===== config.mk =====
export PLATFORM = sky130hd
export DESIGN_NAME = settle_timer
export DESIGN_NICKNAME = d
export VERILOG_FILES = /design/src/rtl/truth_table_checker_settle_timer.sv
export SDC_FILE = /design/constraint.sdc
export NUM_CORES = 1
export LEC_CHECK = 0
export CAP_MARGIN = 20
export CORE_AREA = 2 2 39 41
export CTS_CLUSTER_DIAMETER = 100
export DETAILED_ROUTE_END_ITERATION = 16
export DIE_AREA = 0 0 41 43
export PLACE_DENSITY_LB_ADDON = 0.3
export SLEW_MARGIN = 20
export SYNTH_ARGS = -nofsm -noshare
export SYNTH_HDL_FRONTEND = slang
export SYNTH_SLANG_ARGS = --single-unit
export TNS_END_PERCENT = 20

===== constraint.sdc =====
create_clock -name clk -period 2.5 [get_ports clk]
set_input_delay 0.625 -clock clk [delete_from_list [all_inputs] [get_ports clk]]
set_output_delay 0.625 -clock clk [all_outputs]
set_load 0.01 [all_outputs]

===== src/rtl/truth_table_checker_settle_timer.sv =====
// Down-counter that sets how long each vector is held; load wins over
// decrement, and zero marks the compare cycle.
module settle_timer #(
  parameter int WIDTH = 2
) (
  input  logic             clk,
  input  logic             rst_n,
  input  logic             load,
  input  logic [WIDTH-1:0] load_val,
  input  logic             dec,
  output logic [WIDTH-1:0] value,
  output logic             zero
);

  always_ff @(posedge clk or negedge rst_n) begin
    if (!rst_n) begin
      value <= '0;
    end else if (load) begin
      value <= load_val;
    end else if (dec && (value != '0)) begin
      value <= value - WIDTH'(1);
    end
  end

  assign zero = (value == '0);

endmodule


---- Yosys cells after proc, flatten, opt, wreduce, memory -nomap -nowiden ----
Cells that the tools add are included.
cells by class
  add/subtract/negate cells ............... 1
  multiplexer cells ....................... 2
  reductions and logical operators ........ 4
operators with widths
  operator             number
  $mux 2               2
  $reduce_bool 2->1    2
  $logic_not 2->1      1
  $sub 2x1->2 const B  1
  $logic_and 1x1->1    1
word-level totals
  bits in registers ....................... 2
  input port bits ......................... 6
  output and inout bits ................... 3
  word-level logic and storage cells ...... 8

---- Longest topological paths before layout ----
  depth after elaboration ................. 4
  gate-level depth with buffers ........... 4
  depth with buffers taken out ............ 4

---- Worst setup path before layout ----
OpenSTA, ideal clock, no wires.
  kind .................................... register to register
  from .................................... reg value[0]
  to ...................................... reg value[1]
  setup time .............................. 0.116 ns
  arrival ................................. 1.287 ns
  required time ........................... 2.384 ns
  slack ................................... 1.097 ns
  stages on the path, launching flop included .. 5
  buffers on the path ..................... 0
  clock period less this slack ............ 1.403 ns
  cell sequence ........................... dfrtp_1 -> inv_1 -> ha_1 -> or4b_1 -> o311ai_0
between the ends
  word-level cells in the longest chain between the ends .. 3
  elaborated cells on any way between the ends .. 6
  those cells by class .................... 1 x add/sub; 2 x mux; 3 x reduce/logical
RTL lines
  item                                                     line    text
  from (decl)                                              11      output logic [WIDTH-1:0] value,
  from (signal assigned)                                   19      value <= load_val;
  from (signal assigned)                                   21      value <= value - WIDTH'(1);
  $sub 2x1->2 / $reduce_bool 2->1 (equally long branches)  21, 20
  $mux 2 / $logic_and 1x1->1 (equally long branches)       20      end else if (dec && (value != '0)) begin
  $mux 2 / $reduce_bool 2->1 (equally long branches)       --
Several ways; a longest one is shown, not always the timed one. The select of a mux whose other input is x is not followed.
A chain may end at the register's enable or synchronous reset.

---- Worst setup path in the final report ----
  from .................................... reg value[0]
  to ...................................... out zero
between the ends
  word-level cells in the longest chain between the ends .. 1
RTL lines
  item             line  text
  $logic_not 2->1  25    assign zero = (value == '0);
  to (decl)        12    output logic zero
No other way between the ends.

==> metrics.yaml <==
yosysSeqAreaShare: 0.377
top_flip_flop_cell_by_instance_count_after_synthesis: "sky130_fd_sc_hd__dfrtp_1"
drc: 0
postSynthAreaPerCell_sq_um: 10.2
setup.worst_path.start_class: "register"
tightest_slew_ns: 0.280
fp.coreArea_sq_um: 1380
setup-violations-final: 0
timing.final.crit_share: 0.826
synth_seq_cells: 2
hold_path.class: "in -> async"
syn_nets: 20
placement_rows: 14
floorplan.die.width_um: 41
cts.repair.resized: 0
synthCells: 13
finalMaxSlewViolations: 0
asyncSetResetFlopFracSynth: 1.00
vias_in_the_first_global_route: 147
die_area_sq_um: 1760
cts_made_buffers: 3
ant_nets: 0
nFillCells: 156
post_drt_wl_per_cell_um: 8.20
slew_headroom: 0.811
synth_cell_type_count: 9
avgViaCountPerCell: 3.60
dpl-instance-area_sq_um: 233
antennaDiodeCount: 0
grt_remaining_overflow: 0
largest_cells_by_area_after_synthesis: "sky130_fd_sc_hd__dfrtp_1 38%, sky130_fd_sc_hd__or4b_1 15%, sky130_fd_sc_hd__ha_1 9.4%, sky130_fd_sc_hd__o211ai_2 9.4%, sky130_fd_sc_hd__o311ai_0 6.6%"
clkSinkCount: 2
gp_congestion: 0.609
drive_gt1_frac: 0.167
hold_viol: 0
power.density_cell_area_nw_per_um2: 630
initial_core_util: 0.0958
post_cts_buffers: 0
leakage_nw: 0.107
fmaxAchievable_mhz: 484
cp-end-kind: "output port"
post_synth_top_cells: "2 x sky130_fd_sc_hd__dfrtp_1, 2 x sky130_fd_sc_hd__inv_1, 2 x sky130_fd_sc_hd__nand2_1, 2 x sky130_fd_sc_hd__or4b_1"
critPathArrivalTime_ns: 1.44
cts.hold.buffers_added: 0
synth-warning-count: 0
synth_edf_count: 0
tritonroute_pass_1_iters: 2
wirelength_um: 328
synth_top_cell_area_share: 0.377
syn-cell-area_sq_um: 133
floorplan.die.height_um: 43
worst_clock_skew_ns: 0.0000401
groute.usage.overall: 0.0552
boundaryPins: 9
total_number_of_nets_in_the_final_design: 33
placement.io_buffers: 8
regMostFlops: "value"
max-cap-violations: 0
cts-root-to-sink-buffers: 2
finalSetupTns_ns: 0
place.detailed.hpwl_um: 273
drt_first_iter_violations: 1
reg_top3: "value x2"
largest_register_ff_count: 2
areaGrowthSynthToFinish_pct: 92.5
cts_root_buf: "sky130_fd_sc_hd__clkbuf_4"
vdd_drop_max_mv: 0.115
via_count: 144
run_status: "finished, final reports clean"
worst_setup_hold_path_clk_slew_ns: 0.03
tritoncts: "yes"
synth_top_cell_by_area: "sky130_fd_sc_hd__dfrtp_1"
grt_first_pass_wirelength_um: 545
rsz0062_at_grt: "no"
critical_path_class: "reg -> out"
post_route_design_area_sq_um: 255
worst_skew_pair.late_latency_ns: 0.22
initial_antenna_violation_count: 0
crit_path_max_fanout: 4
worst-endpoint-required_ns: 1.88
clock_tree.htree_level_count: 1
grt_start_max_net_pins: 7
finalWorstPathRequiredPeriod_ns: 2.06
==> cell type report <==
cell class                 count  area [sq um]  area share
inverter                       2          7.51      0.0294
multi-input combinational      9          75.1       0.294
timing repair buffer           8          80.1       0.314
clock buffer                   3          22.5      0.0882
tap                           16          20.0      0.0784
sequential                     2          50.0       0.196
==> placed cells by master, fill, tap and decap left out <==
cell                              n
sky130_fd_sc_hd__o211ai_2         1
sky130_fd_sc_hd__dfrtp_1          2
sky130_fd_sc_hd__ha_1             1
sky130_fd_sc_hd__or4b_1           2
sky130_fd_sc_hd__clkdlybuf4s50_1  8
sky130_fd_sc_hd__or2b_1           1
sky130_fd_sc_hd__nor2b_1          1
sky130_fd_sc_hd__nand2_1          2
sky130_fd_sc_hd__o311ai_0         1
sky130_fd_sc_hd__clkbuf_4         3
sky130_fd_sc_hd__inv_1            2
==> power breakdown <==
part           switching, mW  internal (mW)
Combinational         0.0189         0.0291
Sequential           0.00333         0.0376
Clock                 0.0190         0.0530
==> path summary, 6_finish.rpt <==
path                               start  endpoint  slack [ns]  cells past startpoint
min in group clk                value[1]  value[1]        0.61                      2
worst max-delay path            value[0]      zero        0.44                      3
worst min-delay path               rst_n  value[0]        0.57                      1
max in group asynchronous          rst_n  value[1]        1.81                      1
worst min register to register  value[1]  value[1]        0.61                      2
worst max register to register  value[0]  value[1]        1.09                      4
==> through the flow <==
stage	hold WS, ns	util	setup slack (ns)	cells	total power, mW
global placement	0.604	0.168	0.695	37	0.0878
detailed placement	0.626	0.168	0.660	37	0.0904
floorplan	0.329	-	1.10	13	0.0620
CTS	0.559	0.184	0.415	40	0.167
global route	0.559	0.184	0.355	40	0.175
finish	0.566	0.184	0.436	40	0.161
==> cell families (layout without fill, tap and decap cells) <==
group | count (synthesis) | in the layout | share of synthesized area
DFF | 2 | 2 | 0.377
buffers and inverters | 2 | 13 | 0.0566
and+or+nand+nor | 6 | 6 | 0.311
AOI/OAI and AO/OA | 2 | 2 | 0.160
adders and majority gates | 1 | 1 | 0.0943
==> layer usage <==
| layer | global-route usage | wire length (um) | vias up | part of all wire |
|---|---|---|---|---|
| li1 | - | - | 72 | - |
| met1 | 0.0545 | 128 | 57 | 0.39 |
| met2 | 0.0469 | 110 | 11 | 0.34 |
| met3 | 0.0576 | 67 | 4 | 0.20 |
| met4 | 0.0800 | 22 | 0 | 0.067 |
| met5 | 0 | 0 | - | 0 |
==> worst max-delay path: stages (launching register included) <==
cell and delay (ns):
sky130_fd_sc_hd__dfrtp_1 0.39, sky130_fd_sc_hd__inv_1 0.07, sky130_fd_sc_hd__ha_1 0.20, sky130_fd_sc_hd__clkdlybuf4s50_1 0.56
Note: power is estimated with default switching activity, not from simulation.
